### config.mk
export PLATFORM = sky130hd
export DESIGN_NAME = quad_decoder_flat
export DESIGN_NICKNAME = d
export VERILOG_FILES = /design/src/rtl/quad_decoder_if.sv /design/src/rtl/quad_decoder.sv /design/src/flat_wrapper.sv
export SDC_FILE = /design/constraint.sdc
export NUM_CORES = 1
export LEC_CHECK = 0
export BUFFER_PORTS_ARGS = -buffer_cell sky130_fd_sc_hd__buf_2
export CAP_MARGIN = 20
export CORE_MARGIN = 2
export CORE_UTILIZATION = 56
export CTS_CLUSTER_DIAMETER = 100
export CTS_CLUSTER_SIZE = 20
export DETAILED_ROUTE_END_ITERATION = 8
export GPL_ROUTABILITY_DRIVEN = 0
export PLACE_DENSITY = 0.78
export SYNTH_ARGS = -nofsm -noshare
export SYNTH_HDL_FRONTEND = slang
export SYNTH_SLANG_ARGS = --single-unit
### constraint.sdc
create_clock -name clk -period 1.9 [get_ports clk]
set_input_delay 0.285 -clock clk [delete_from_list [all_inputs] [get_ports clk]]
set_output_delay 0.285 -clock clk [all_outputs]
set_load 0.005 [all_outputs]
### src/rtl/quad_decoder_if.sv
// Encoder pad / pulse bundle between the board pins, the decoder and the detent counter.
interface quad_decoder_if #(
  parameter int unsigned ERR_W = 8
);
  logic             a;
  logic             b;
  logic             clr_err;
  logic             cw;
  logic             ccw;
  logic             err;
  logic [ERR_W-1:0] err_count;

  modport master (output a, b, clr_err, input cw, ccw, err, err_count);
  modport slave  (input a, b, clr_err, output cw, ccw, err, err_count);
endinterface

### src/rtl/quad_decoder.sv
// Rotary-encoder front end: synchronize and de-glitch A/B, then decode Gray-code
// quarter steps into one-cycle cw/ccw pulses and flag/count illegal double-bit jumps.
module quad_decoder #(
  parameter int unsigned FILTER_LEN = 4,
  parameter int unsigned ERR_W      = 8
) (
  input  logic          clk,
  input  logic          reset_n,
  quad_decoder_if.slave enc
);

  typedef enum logic {S_INIT, S_RUN} state_t;

  localparam logic [3:0]       FILT_LAST = 4'(FILTER_LEN - 1);
  localparam logic [4:0]       INIT_LAST = 5'(FILTER_LEN + 2);
  localparam logic [ERR_W-1:0] ERR_MAX   = '1;

  logic             r_a_meta, r_a_s, r_b_meta, r_b_s;
  logic             r_a_f, r_b_f;
  logic [3:0]       r_a_cnt, r_b_cnt;
  state_t           r_state;
  logic [4:0]       r_init_cnt;
  logic [1:0]       r_prev;
  logic             r_cw, r_ccw, r_err;
  logic [ERR_W-1:0] r_err_count;

  logic [1:0]       w_cur;
  logic             w_step_cw, w_step_ccw, w_step_err;

  always_ff @(posedge clk or negedge reset_n) begin
    if (!reset_n) begin
      r_a_meta <= 1'b0;
      r_a_s    <= 1'b0;
      r_b_meta <= 1'b0;
      r_b_s    <= 1'b0;
    end else begin
      r_a_meta <= enc.a;
      r_a_s    <= r_a_meta;
      r_b_meta <= enc.b;
      r_b_s    <= r_b_meta;
    end
  end

  // Filtered value flips only after FILTER_LEN consecutive disagreeing samples.
  always_ff @(posedge clk or negedge reset_n) begin
    if (!reset_n) begin
      r_a_f   <= 1'b0;
      r_a_cnt <= '0;
    end else if (r_a_s == r_a_f) begin
      r_a_cnt <= '0;
    end else if (r_a_cnt == FILT_LAST) begin
      r_a_f   <= r_a_s;
      r_a_cnt <= '0;
    end else begin
      r_a_cnt <= r_a_cnt + 4'd1;
    end
  end

  always_ff @(posedge clk or negedge reset_n) begin
    if (!reset_n) begin
      r_b_f   <= 1'b0;
      r_b_cnt <= '0;
    end else if (r_b_s == r_b_f) begin
      r_b_cnt <= '0;
    end else if (r_b_cnt == FILT_LAST) begin
      r_b_f   <= r_b_s;
      r_b_cnt <= '0;
    end else begin
      r_b_cnt <= r_b_cnt + 4'd1;
    end
  end

  assign w_cur = {r_a_f, r_b_f};

  always_comb begin
    w_step_cw  = 1'b0;
    w_step_ccw = 1'b0;
    w_step_err = 1'b0;
    case ({r_prev, w_cur})
      4'b00_01, 4'b01_11, 4'b11_10, 4'b10_00: w_step_cw  = 1'b1;
      4'b00_10, 4'b10_11, 4'b11_01, 4'b01_00: w_step_ccw = 1'b1;
      4'b00_11, 4'b11_00, 4'b01_10, 4'b10_01: w_step_err = 1'b1;
      default: ;
    endcase
  end

  // prev tracks cur in both states so INIT silently absorbs the settling filters.
  always_ff @(posedge clk or negedge reset_n) begin
    if (!reset_n) begin
      r_state     <= S_INIT;
      r_init_cnt  <= '0;
      r_prev      <= '0;
      r_cw        <= 1'b0;
      r_ccw       <= 1'b0;
      r_err       <= 1'b0;
      r_err_count <= '0;
    end else begin
      r_prev <= w_cur;
      r_cw   <= 1'b0;
      r_ccw  <= 1'b0;
      r_err  <= 1'b0;
      case (r_state)
        S_INIT: begin
          if (r_init_cnt == INIT_LAST) r_state <= S_RUN;
          else                         r_init_cnt <= r_init_cnt + 5'd1;
        end
        S_RUN: begin
          r_cw  <= w_step_cw;
          r_ccw <= w_step_ccw;
          r_err <= w_step_err;
        end
        default: r_state <= S_INIT;
      endcase
      if (enc.clr_err)
        r_err_count <= '0;
      else if (r_state == S_RUN && w_step_err && r_err_count != ERR_MAX)
        r_err_count <= r_err_count + ERR_W'(1);
    end
  end

  assign enc.cw        = r_cw;
  assign enc.ccw       = r_ccw;
  assign enc.err       = r_err;
  assign enc.err_count = r_err_count;

endmodule

### src/flat_wrapper.sv
// flat-port wrapper written by rule: the top's interface ports become plain ports
module quad_decoder_flat 
#(
  parameter int unsigned FILTER_LEN = 4,
  parameter int unsigned ERR_W      = 8
)
  (clk, reset_n, enc_a, enc_b, enc_clr_err, enc_cw, enc_ccw, enc_err, enc_err_count);
  quad_decoder_if #(.ERR_W(ERR_W)) enc_i ();
  input  logic clk;
  input  logic reset_n;
  input wire logic [$bits(enc_i.a)-1:0] enc_a;
  input wire logic [$bits(enc_i.b)-1:0] enc_b;
  input wire logic [$bits(enc_i.clr_err)-1:0] enc_clr_err;
  output wire logic [$bits(enc_i.cw)-1:0] enc_cw;
  output wire logic [$bits(enc_i.ccw)-1:0] enc_ccw;
  output wire logic [$bits(enc_i.err)-1:0] enc_err;
  output wire logic [$bits(enc_i.err_count)-1:0] enc_err_count;
  assign enc_i.a = enc_a;
  assign enc_i.b = enc_b;
  assign enc_i.clr_err = enc_clr_err;
  assign enc_cw = enc_i.cw;
  assign enc_ccw = enc_i.ccw;
  assign enc_err = enc_i.err;
  assign enc_err_count = enc_i.err_count;
  quad_decoder #(.FILTER_LEN(FILTER_LEN), .ERR_W(ERR_W)) u_core (.clk(clk), .reset_n(reset_n), .enc(enc_i));
endmodule
# Word-level counts from Yosys, hierarchy flattened
# Cells that the tools add are included.
[word_totals]
regBits = 33
inputBits = 5
output_inout_bits = 11
elab_cells = 64
[op_classes]
n_addsub = 4
eq_ne = 18
muxes = 14
n_bitwise = 4
reduce_logical = 9
[ops]
columns = ["operator", "count"]
rows = [
  ["equality test 4 bit (second input constant)", 6],
  ["equality test 4 x 2 -> 1 bit (second input constant)", 4],
  ["two-way mux 4 bit", 4],
  ["two-way mux 8 bit", 2],
  ["equality test 4 x 3 -> 1 bit (second input constant)", 3],
  ["OR reduction 4 bit", 3],
  ["adder 4 x 1 -> 4 bit (second input constant)", 2],
  ["adder 8 x 1 -> 8 bit (second input constant)", 1],
  ["two-way mux 1 bit", 8],
  ["inequality test 8 bit (second input constant)", 1],
  ["AND reduction 2 bit", 3],
  ["adder 5 x 1 -> 5 bit (second input constant)", 1],
  ["equality test 5 x 3 -> 1 bit (second input constant)", 1],
  ["equality test 4 x 1 -> 1 bit (second input constant)", 1],
  ["NOT 1 bit", 4],
  ["equality test 1 bit", 2],
  ["logical AND 1 bit", 2],
  ["nonzero test 2 bit", 1],
]

# Logic depth before layout (Yosys ltp)
# Gate-level depths: netlist of run 1.
[logic_depth]
depth_word = 7
mapped_depth = 6
mapped_depth_nobuf = 6

# Worst setup path before layout of run 1
# Ideal clock, no wire load.
[synth_path]
path_kind = "flip-flop to flip-flop"
startpoint = "reg u_core.r_b_f"
endpoint = "reg u_core.r_err_count[0] (netlist: u_core.enc.err_count[0])"
setup_ps = 128
arrival_ps = 1358
required_time_ps = 1772
path_slack_ps = 414
stages_incl_launch_ff = 5
n_path_buf = 0
period_less_slack_ps = 1486
cell_sequence = "dfrtp_1 > xor2_1 > nand3_2 > a31oi_2 > mux2_1"
[synth_via]
elab_chain_cells = 6
elab_cells_between_ends = 9
cone_classes = "4 x eq/ne; 1 x mux; 4 x reduce/logical"
[synth_lines]
columns = ["item", "line", "rtl"]
rows = [
  ["start: declaration", "quad_decoder.sv:19", "logic r_a_f, r_b_f;"],
  ["start signal: assignment", "quad_decoder.sv:66", "r_b_f <= r_b_s;"],
  ["equality test 4 x 2 -> 1 bit, or another cell as far along", "quad_decoder.sv:79", "case ({r_prev, w_cur})"],
  ["OR reduction 4 bit *", "quad_decoder.sv:79", ""],
  ["two-way mux 1 bit *", "quad_decoder.sv:79", ""],
  ["logical AND 1 bit * (2 in series)", "quad_decoder.sv:116", "else if (r_state == S_RUN && w_step_err && r_err_count != ERR_MAX)"],
  ["nonzero test 2 bit (no line) *", "--", ""],
  ["end signal: assignment", "quad_decoder.sv:117", "r_err_count <= r_err_count + ERR_W'(1);"],
  ["end: declaration", "quad_decoder.sv:25", "logic [ERR_W-1:0] r_err_count;"],
]
# Mark *: on every way between the ends. The rest lies on a longest branch, timed or not.
# A chain may end at the register's enable or synchronous reset.

# Worst setup path in the final report of run 1
# Same ends and word-level chain as after synthesis.

==> out/metrics.yaml, run 1 <==
fin_crit_ns: 1.61
wl_um: 2320
h-tree-depth: 2
yosys_most_used_dff: "dfrtp_1"
area_growth_pct: 10.9
vias_per_cell: 5.57
fin_area_sq_um: 1610
core-area_sq_um: 2450
drive_above_1_share_pct: 17.2
antenna_found_initial: 0
leakagePower_nw: 0.719
grt_pass1_vias: 944
skew_ns: 0.0109
routedWlPerCell_um: 13.3
synth.net_count: 133
cts_root_buf: "clkbuf_4"
post_cts_buffers: 0
max_stage_delay_ns: 0.44
ys_seq_area_share_pct: 57.0
die_area_sq_um: 3010
worst-setup-path-type: "flop to flop"
ant_nets: 0
grt_pass1_wl_um: 4020
ys_types: 35
post-dp-hpwl_um: 1600
slew_headroom_pct: 52.8
buffer_ports.inserted: 15
hold_buffers: 0
worst_ep_required_time_ns: 2.13
pre_cts_slack_ns: 0.302
critPathSlowestCell: "dfrtp_1"
crit_chain: "xor2_1 -> nand3_2 -> a31oi_2 -> mux2_1"
fin_total_pwr_mw: 1.76
finalCritPeriodShare_pct: 84.5
numCtsBuffers: 5
chipWidth_um: 54.8
placed_area_sq_um: 1560
hold_class: "primary input to async pin"
grt_max_degree: 34
cts_tree: "yes"
layout.nets: 154
outcome: "finished with violations"
path_clk_slew_ns: 0.10
synthCells: 123
async_flop_share_pct: 100
first_iter_violations: 31
rows: 18
reg2reg_to: "u_core.enc.err_count[0]$_DFFE_PN0P_"
syn_area_sq_um: 1450
drc: 0
synth_area_per_cell_sq_um: 11.8
synth.ff_latch_count: 33
setup_tns_ns: 0
r2r_start: "u_core.r_b_f$_DFFE_PN0P_"
rsz0062_at_grt: "no"
hold_viol_final: 18
diodes: 0
io_pins: 16
cp-end-kind: "flop"
maxSlewViolCount: 0
fmax_mhz: 623
tightestPinTransition_ns: 0.708
yosys_warnings: 0
worstRegToRegCells: 4
holdWs_ns: -0.0137
first_pass_iters: 4
initial_core_util_pct: 59.0
crit_family: "flip-flops"
critPathBufInv: 0
crit_fanout: 7
clock_latency_ns: 0.34
path_depth: 4
gr-total-overflow: 0
postCtsResizedCells: 0
powerDensity_nw_per_um2: 1100
globalRouteTotalUtil_pct: 19.6
cts_sinks: 33
vdd_drop_max_v: 0.000703
num_vias: 974
violations: "hold timing"
cap_violations: 0
layout_setup_ws_ns: 0.294
r2r_slack_ns: 0.29
setup_violations: 0
crit_arrival_ns: 1.84
synth-edff-count: 0
crit_path_start_kind: "flop"
cts_buffer_depth: 2
dieHeight_um: 54.8
cell usage in the layout (no fill, tap or decap), drive strengths merged, types with 4 or more instances in the layout:
cell type  count
clkbuf         8
xor2           5
buf           15
nand2b         4
nor3           8
dfrtp         33
inv            5
xnor2          7
a21oi          4
ha             5
nand2          8
nand3          5
nor2           6
cells in the mapped netlist, types with 2 or more instances:
| cell type | count | area (sq um) |
|---|---|---|
| xnor2_1 | 7 | 61.3 |
| nand2b_1 | 4 | 25.0 |
| nand3b_1 | 2 | 15.0 |
| nor2_1 | 6 | 22.5 |
| nor2b_1 | 3 | 18.8 |
| o21ai_0 | 2 | 10.0 |
| inv_1 | 3 | 11.3 |
| nand2_1 | 8 | 30.0 |
| nor4_1 | 2 | 12.5 |
| inv_2 | 2 | 7.51 |
| and3_1 | 2 | 12.5 |
| nand4_1 | 2 | 12.5 |
| nor3b_1 | 3 | 22.5 |
| a21oi_1 | 4 | 20.0 |
| mux2i_1 | 2 | 20.0 |
| dfrtp_1 | 33 | 826 |
| nand3_1 | 4 | 20.0 |
| nor3_1 | 8 | 40.0 |
| mux2_1 | 3 | 33.8 |
| ha_1 | 5 | 62.6 |
| xor2_1 | 4 | 35.0 |
logic make-up after synthesis:
| kind of cell | after synthesis | share of synthesized area (%) |
|---|---|---|
| DFF | 33 | 57.0 |
| xor gates and xnor gates | 12 | 7.78 |
| adders and majority gates | 5 | 4.32 |
| AOI/OAI and AO/OA | 13 | 6.14 |
| and+or+nand+nor | 49 | 19.4 |
| buffers and inverters | 6 | 1.56 |
| muxes | 5 | 3.72 |
state kept, by name (all words and copies together), names as in the netlist, 2 cells and up:
| name | flops |
|---|---|
| u_core.enc.err_count | 8 |
| u_core.r_prev | 2 |
| u_core.r_a_cnt | 4 |
| u_core.r_b_cnt | 4 |
| u_core.r_init_cnt | 5 |
worst max path at each step:
stage,start,endpoint,slack (ns)
finish,u_core.r_b_f$_DFFE_PN0P_,u_core.enc.err_count[0]$_DFFE_PN0P_,0.29
global route,u_core.r_b_f$_DFFE_PN0P_,u_core.enc.err_count[0]$_DFFE_PN0P_,0.16
CTS,u_core.r_b_f$_DFFE_PN0P_,u_core.enc.err_count[0]$_DFFE_PN0P_,0.28
detailed placement,u_core.r_b_f$_DFFE_PN0P_,u_core.enc.err_count[0]$_DFFE_PN0P_,0.30
global placement,u_core.r_b_f$_DFFE_PN0P_,u_core.enc.err_count[0]$_DFFE_PN0P_,0.34
floorplan,u_core.r_b_f$_DFFE_PN0P_,u_core.enc.err_count[0]$_DFFE_PN0P_,0.41
per-layer routing:
layer / global-route usage, % / vias up / part of all wire, % / wire length (um)
met3: 5.74 / 8 / 4.7 / 110
met4: 12.5 / 0 / 2.7 / 63
met1: 23.7 / 466 / 45 / 1050
met2: 30.4 / 25 / 47 / 1100
li1: - / 475 / - / -
met5: 0 / - / 0 / 0
metrics by stage:
| step | cells | utilization (%) |
|---|---|---|
| floorplan | 123 | - |
| global placement | 167 | 63.4 |
| detailed placement | 167 | 63.4 |
| CTS | 175 | 65.4 |
| global route | 175 | 65.4 |
| finish | 175 | 65.4 |
layout make-up:
cell class              instances  area [sq um]
fillers                       187           850
flip-flops and latches         33           826
multi-input cells              84           599
repair buffers                 15          75.1
clock buffers                   8          48.8
well taps                      30          37.5
inverters                       5          18.8
report_power, final:
part           internal [mW]  switching, mW
clock                  0.147          0.221
sequential             0.822          0.100
combinational          0.212          0.255
Note: power is estimated with default switching activity, not from simulation.
==> run 2, diff against run 1 <==
--- a/config.mk
+++ b/config.mk
@@ -5,15 +5,16 @@
 export SDC_FILE = /design/constraint.sdc
 export NUM_CORES = 1
 export LEC_CHECK = 0
+export ABC_AREA = 1
 export BUFFER_PORTS_ARGS = -buffer_cell sky130_fd_sc_hd__buf_2
 export CAP_MARGIN = 20
 export CORE_MARGIN = 2
-export CORE_UTILIZATION = 56
+export CORE_UTILIZATION = 57
 export CTS_CLUSTER_DIAMETER = 100
 export CTS_CLUSTER_SIZE = 20
 export DETAILED_ROUTE_END_ITERATION = 8
 export GPL_ROUTABILITY_DRIVEN = 0
-export PLACE_DENSITY = 0.78
+export PLACE_DENSITY = 0.79
 export SYNTH_ARGS = -nofsm -noshare
 export SYNTH_HDL_FRONTEND = slang
 export SYNTH_SLANG_ARGS = --single-unit
==> constraint.sdc (replaced) <==
create_clock -name clk -period 1.68 [get_ports clk]
set_input_delay 0.252 -clock clk [delete_from_list [all_inputs] [get_ports clk]]
set_output_delay 0.252 -clock clk [all_outputs]
set_load 0.005 [all_outputs]
==> run 2 against run 1 <==
Net effect:
- the run now ends clean
- power increased by 37%
- routed wire length increased by 14%
- via count increased by 15%
- largest power group unchanged
- count of clock-buffer cells in the layout decreased by 1
- combinational power increased by 49%
- die area increased by 4.0%
- critical path depth increased by 4
- utilization increased by 4.3 points
- cell area increased by 9.5%
- highest routed layer unchanged
- critical endpoint is now u_core.enc.err_count[6]$_DFFE_PN0P_
- final cell count increased by 26%
- synthesized cell count increased by 34%
- critical path type unchanged
==> out/metrics.yaml, run 2 <==
outcome: "finished, final reports clean"
crit_chain: "ha_1 -> nand2_2 -> nor2_4 -> nand2_2 -> nand3_4 -> nand2_4 -> nand2_1 -> nand2_1"
h-tree-depth: 2  # unchanged
chipWidth_um: 55.9  # +2.0%
layout.nets: 199  # +29%
path_clk_slew_ns: 0.09  # about the same
dieHeight_um: 55.9  # +2.0%
synth.top_cells.by_area: "dfrtp_1 54%, nand2_1 8.1%, nand3_1 6.5%, nor2_1 6.3%, ha_1 4.1%"
fin_area_sq_um: 1760  # +9.5%
wl_met1_um: 1170  # +11%
hold_viol_final: 0  # -18
largest_reg_flops: 8  # unchanged
worstRegToRegCells: 8  # +4
skew_ns: 0.00871  # -0.00214 ns
startpoint: "u_core.enc.err_count[1]$_DFFE_PN0P_"
cts_sinks: 33  # unchanged
slew_headroom_pct: 52.2  # -0.57 points
powerDensity_nw_per_um2: 1370  # +25%
rows: 18  # unchanged
async_flop_share_pct: 100  # unchanged
io_pins: 16  # unchanged
first_iter_violations: 43  # +39%
worst_ep_required_time_ns: 1.91  # -0.22 ns
max_stage_delay_ns: 0.42  # -0.02 ns
antenna_found_initial: 0  # unchanged
buffer_ports.inserted: 15  # unchanged
cts_tree: "yes"
setup_violations: 0  # unchanged
clock_latency_ns: 0.34  # about the same
cap_violations: 0  # unchanged
finalCritPeriodShare_pct: 82.0  # -2.5 points
post-dp-hpwl_um: 1840  # +15%
post-route-util_pct: 69.7  # +4.3 points
diodes: 0  # unchanged
r2r_start: "u_core.enc.err_count[1]$_DFFE_PN0P_"
ys_seq_area_share_pct: 53.7  # -3.3 points
cts_buffer_depth: 2  # unchanged
critPathSlowestCell: "dfrtp_1"
hold_class: "primary input to flop"
crit_arrival_ns: 1.61  # -0.23 ns
synthCells: 165  # +34%
wl_um: 2660  # +14%
crit_path_start_kind: "flop"
routedWlPerCell_um: 12.1  # -8.9%
synth-edff-count: 0  # unchanged
placed_area_sq_um: 1640  # +5.5%
maxSlewViolCount: 0  # unchanged
fin_total_pwr_mw: 2.41  # +37%
vdd_drop_max_v: 0.00108  # +53%
rsz0062_at_grt: "no"
drc: 0  # unchanged
leakagePower_nw: 0.917  # +28%
globalRouteTotalUtil_pct: 20.1  # +0.48 points
first_pass_iters: 4  # unchanged
worst-setup-path-type: "flop to flop"
critPathBufInv: 0  # unchanged
crit_family: "simple AND/OR/NAND/NOR gates"
grt_max_degree: 34  # unchanged
fin_crit_ns: 1.38  # -0.228 ns
synth.ff_latch_count: 33  # unchanged
syn_area_sq_um: 1540  # +6.2%
yosysTopAreaCellShare_pct: 53.7  # -3.3 points
synth.net_count: 175  # +32%
yosys_warnings: 0  # unchanged
setup_tns_ns: 0  # unchanged
yosys.area.top_type: "dfrtp_1"
vias_per_cell: 5.10  # -8.4%
synth_area_per_cell_sq_um: 9.32  # -21%
area_growth_pct: 14.3
initial_core_util_pct: 61.0  # +2.0 points
core-area_sq_um: 2520  # +2.8%
min-delay-start: "enc_clr_err"
final_cell_mix: "33 x nand2_1, 33 x dfrtp_1, 26 x nor2_1"
met2_length_um: 1330  # +21%
gr-total-overflow: 0  # unchanged
fillers: 207  # +11%
synth_common_cells: "33 x dfrtp_1, 33 x nand2_1, 26 x nor2_1, 20 x nand3_1, 13 x inv_1"
tightestPinTransition_ns: 0.716  # +0.00852 ns
numCtsBuffers: 5  # unchanged
wl_met3_um: 110  # unchanged
drive_above_1_share_pct: 18.9  # +1.7 points
ant_nets: 0  # unchanged
grt_pass1_vias: 1151  # +22%
hold_depth: 4
reg2reg_to: "u_core.enc.err_count[6]$_DFFE_PN0P_"
cts_root_buf: "clkbuf_4"
dr.max_layer_used: "met4"
ys_types: 21  # -40%
cp-end-kind: "flop"
fmax_mhz: 726  # +17%
num_vias: 1122  # +15%
holdPathEnd: "u_core.enc.err_count[2]$_DFFE_PN0P_"
yosys_most_used_dff: "dfrtp_1"
post_cts_buffers: 0  # unchanged
die_area_sq_um: 3130  # +4.0%
grt_pass1_wl_um: 4840  # +21%
r2r_slack_ns: 0.30  # about the same
crit_fanout: 10  # +3
-- run 2: routing by layer --
metal	vias to the layer above	GRT usage (%)
li1	569	-
met1	529	23.2
met2	17	33.0
met3	7	7.44
met4	0	9.52
met5	-	0
-- run 2: cell families after synthesis --
kind of cell | Yosys count | share of synthesized area (%)
fa+ha+maj | 5 | 4.07
xor+xnor | 13 | 7.40
mux | 1 | 0.732
simple gates | 92 | 28.4
buf+inv | 17 | 4.39
compound gates | 4 | 1.30
flops | 33 | 53.7
-- run 2: stage by stage --
| step | setup WS, ns | std cells | hold WS (ns) |
|---|---|---|---|
| finish | 0.302 | 220 | 0.174 |
| global route | 0.164 | 220 | 0.218 |
| CTS | 0.310 | 218 | 0.00124 |
| detailed placement | 0.332 | 209 | 0.337 |
| global placement | 0.409 | 209 | 0.335 |
| floorplan | 0.445 | 165 | -0.0436 |
-- run 2: what timing repair did --
action,in CTS,in global routing
gates resized for setup,0,0
hold buffers,1,2
hold endpoints to repair,33,2
-- run 2: final cells by class --
| cell class | instances | area [sq um] | area share, % |
|---|---|---|---|
| Clock buffer | 7 | 55.1 | 3.13 |
| Clock inverter | 1 | 30.0 | 1.71 |
| Inverter | 16 | 60.1 | 3.42 |
| Multi-Input combinational cell | 115 | 644 | 36.7 |
| Sequential cell | 33 | 826 | 47.0 |
| Tap cell | 30 | 37.5 | 2.14 |
| Timing Repair Buffer | 18 | 105 | 5.98 |
-- run 2: worst min-delay path, cell delays in order --
cell	delay (ns)
buf_2	0.09
nor3b_1	0.04
nand2_1	0.06
nand2_1	0.04
-- run 2: how the worst max path moves through the flow --
stage                                     endpoint  slack (ns)  depth (start not counted)
3_5_place_dp   u_core.enc.err_count[6]$_DFFE_PN0P_        0.33                          8
5_1_grt        u_core.enc.err_count[3]$_DFFE_PN0P_        0.16                          8
4_1_cts        u_core.enc.err_count[6]$_DFFE_PN0P_        0.31                          8
6_report       u_core.enc.err_count[6]$_DFFE_PN0P_        0.30                          8
2_1_floorplan  u_core.enc.err_count[7]$_DFFE_PN0P_        0.45                          7
3_3_place_gp   u_core.enc.err_count[0]$_DFFE_PN0P_        0.41                          7
-- run 2: power breakdown --
group / internal (mW) / switching (mW) / leakage [nW]
Clock: 0.355 / 0.263 / 0.0455
Combinational: 0.290 / 0.408 / 0.454
Sequential: 0.950 / 0.140 / 0.418
Total: 1.60 / 0.811 / 0.917
==> run 3, diff against run 2 <==
--- a/config.mk
+++ b/config.mk
@@ -5,16 +5,16 @@
 export SDC_FILE = /design/constraint.sdc
 export NUM_CORES = 1
 export LEC_CHECK = 0
-export ABC_AREA = 1
+export ABC_AREA = 0
 export BUFFER_PORTS_ARGS = -buffer_cell sky130_fd_sc_hd__buf_2
 export CAP_MARGIN = 20
 export CORE_MARGIN = 2
-export CORE_UTILIZATION = 57
+export CORE_UTILIZATION = 51
 export CTS_CLUSTER_DIAMETER = 100
 export CTS_CLUSTER_SIZE = 20
 export DETAILED_ROUTE_END_ITERATION = 8
 export GPL_ROUTABILITY_DRIVEN = 0
-export PLACE_DENSITY = 0.79
+export PLACE_DENSITY = 0.75
 export SYNTH_ARGS = -nofsm -noshare
 export SYNTH_HDL_FRONTEND = slang
 export SYNTH_SLANG_ARGS = --single-unit
==> constraint.sdc (replaced) <==
create_clock -name clk -period 1.2 [get_ports clk]
set_input_delay 0.18 -clock clk [delete_from_list [all_inputs] [get_ports clk]]
set_output_delay 0.18 -clock clk [all_outputs]
set_load 0.005 [all_outputs]
==> run 3 against run 2 <==
Net effect:
- via count increased by 10%
- combinational power increased by 140%
- first-iteration DRC count increased by 60%
- the flow now finishes with violations (setup timing)
- critical path depth decreased by 2
- sequential power increased by 32%
- fmax decreased by 2.6%
- routed wire length increased by 33%
- power increased by 67%
==> out/metrics.yaml, run 3 (synthesis gave the netlist of run 1 again) <==
antenna_found_initial: 0  # unchanged
slew_headroom_pct: 76.4  # +24 points
vias_per_cell: 5.41  # +6.1%
diodes: 0  # unchanged
chipWidth_um: 57.3  # +2.4%
holdWs_ns: 0.136  # -0.0381 ns
violations: "setup timing"
buffer_ports.inserted: 15  # unchanged
crit_arrival_ns: 1.66  # +0.05 ns
globalRouteTotalUtil_pct: 22.2  # +2.1 points
cp-end-kind: "flop"
setup_tns_ns: -1.80  # -1.80 ns
wl_um: 3530  # +33%
cts_sinks: 33  # unchanged
clock_latency_ns: 0.35  # about the same
vdd_drop_max_v: 0.00154  # +42%
grt_max_degree: 21  # -38%
core-area_sq_um: 2730  # +8.4%
crit_path_start_kind: "flop"
area_growth_pct: 57.0
powerDensity_nw_per_um2: 1770  # +29%
path_clk_slew_ns: 0.10  # about the same
grt_pass1_vias: 1244  # +8.1%
worst-setup-path-type: "flop to flop"
first_iter_violations: 69  # +60%
worst_ep_required_time_ns: 1.44  # -0.47 ns
min-delay-start: "enc_clr_err"
numCtsBuffers: 5  # unchanged
post-dp-hpwl_um: 2270  # +23%
first_pass_iters: 4  # unchanged
outcome: "finished with violations"
cap_violations: 0  # unchanged
drive_above_1_share_pct: 52.3  # +33 points
fmax_mhz: 707  # -2.6%
finalCritPeriodShare_pct: 118  # +36 points
rows: 19  # +1
h-tree-depth: 2  # unchanged
grt_pass1_wl_um: 5310  # +9.6%
maxSlewViolCount: 0  # unchanged
io_pins: 16  # unchanged
drc: 0  # unchanged
leakagePower_nw: 1.04  # +14%
fin_crit_ns: 1.41  # +0.0371 ns
cts_tree: "yes"
hold_viol_final: 0  # unchanged
final_cell_mix: "42 x buf_4, 31 x dfrtp_1, 12 x buf_2"
dieHeight_um: 57.3  # +2.4%
tightestPinTransition_ns: 0.353  # -0.363 ns
layout.nets: 206  # +3.5%
num_vias: 1234  # +10%
gr-total-overflow: 0  # unchanged
final_common_cell: "buf_4"
routedWlPerCell_um: 15.5  # +28%
ant_nets: 0  # unchanged
skew_ns: 0.0180  # +0.00927 ns
crit_fanout: 5  # -5
rsz0062_at_grt: "yes"
initial_core_util_pct: 53.0  # -8.0 points
largest_reg_flops: 8  # unchanged
hold_class: "primary input to flop"
cts_buffer_depth: 2  # unchanged
final_cells: 228  # +3.6%
fin_total_pwr_mw: 4.03  # +67%
startpoint: "u_core.r_prev[0]$_DFF_PN0_"
r2r_start: "u_core.r_prev[0]$_DFF_PN0_"
post-place-cells: 201  # -3.8%
die_area_sq_um: 3280  # +4.8%
cts_root_buf: "clkbuf_4"
fillers: 134  # -35%
layout_setup_ws_ns: -0.215  # -0.517 ns
setup_violations: 18  # +18
==> run 3: cell count changes in the layout (fill, tap and decap cells not counted), sizes merged, moves of 3 or more <==
cell | before | now
nor2b | 0 | 3
nand3 | 21 | 5
nor2 | 30 | 6
nor3 | 0 | 8
nand2 | 38 | 8
inv | 16 | 5
buf | 15 | 64
nand2b | 0 | 4
==> run 3: metal layers <==
| layer | share of wire, % | GRT usage [%] | vias to the layer above |
|---|---|---|---|
| met4 | 2.7 | 9.97 | 0 |
| met3 | 4.8 | 7.71 | 9 |
| met5 | 0 | 0 | - |
| li1 | - | - | 579 |
| met2 | 53 | 40.2 | 38 |
| met1 | 39 | 23.0 | 608 |
==> run 3: stage by stage <==
step	setup slack (ns)	instance area [sq um]	utilization (%)
floorplan	-0.213	1520	-
global placement	-0.146	1890	69.2
detailed placement	-0.182	1890	69.2
CTS	-0.182	2150	78.5
global route	-0.321	2270	83.1
finish	-0.215	2270	83.1
==> run 3: worst max-delay path: stages, from the launching register on <==
cell and delay (ns):
dfrtp_1 0.42, xor2_2 0.23, nand3_4 0.13, buf_6 0.16, inv_6 0.06, a41oi_2 0.08
nor3_1 0.24
==> run 3: layout make-up <==
| type | count | area [sq um] | area share, % |
|---|---|---|---|
| tap | 31 | 38.8 | 1.71 |
| multi-input combinational | 84 | 769 | 33.9 |
| clock inverter | 1 | 30.0 | 1.32 |
| clock buffer | 7 | 55.1 | 2.42 |
| timing repair buffer | 67 | 527 | 23.2 |
| sequential | 33 | 828 | 36.5 |
| inverter | 5 | 23.8 | 1.05 |
==> run 3: repair_timing <==
| item | CTS | global route |
|---|---|---|
| pin swaps | 5 | 6 |
| hold buffers | 3 | 0 |
| endpoints found under the setup margin | 19 | 24 |
| buffers inserted | 9 | 8 |
| hold endpoints to repair | 15 | 0 |
| gates resized for setup | 18 | 14 |
| cloned | 0 | 0 |
==> run 3: final timing paths <==
check | end | slack [ns] | cells past startpoint
setup / recovery | u_core.enc.err_count[4]$_DFFE_PN0P_ | -0.21 | 6
hold / removal | u_core.enc.err_count[3]$_DFFE_PN0P_ | 0.14 | 2
setup reg to reg | u_core.enc.err_count[4]$_DFFE_PN0P_ | -0.21 | 6
hold reg to reg | u_core.r_b_s$_DFF_PN0_ | 0.36 | 0
max in group asynchronous | u_core.r_a_meta$_DFF_PN0_ | 0.52 | 3
min in group asynchronous | u_core.enc.err_count[0]$_DFFE_PN0P_ | 0.26 | 2
==> run 3: where the power goes <==
part / switching, mW / internal (mW)
logic: 0.714 / 0.987
registers: 0.139 / 1.30
clock network: 0.385 / 0.497
total: 1.24 / 2.79
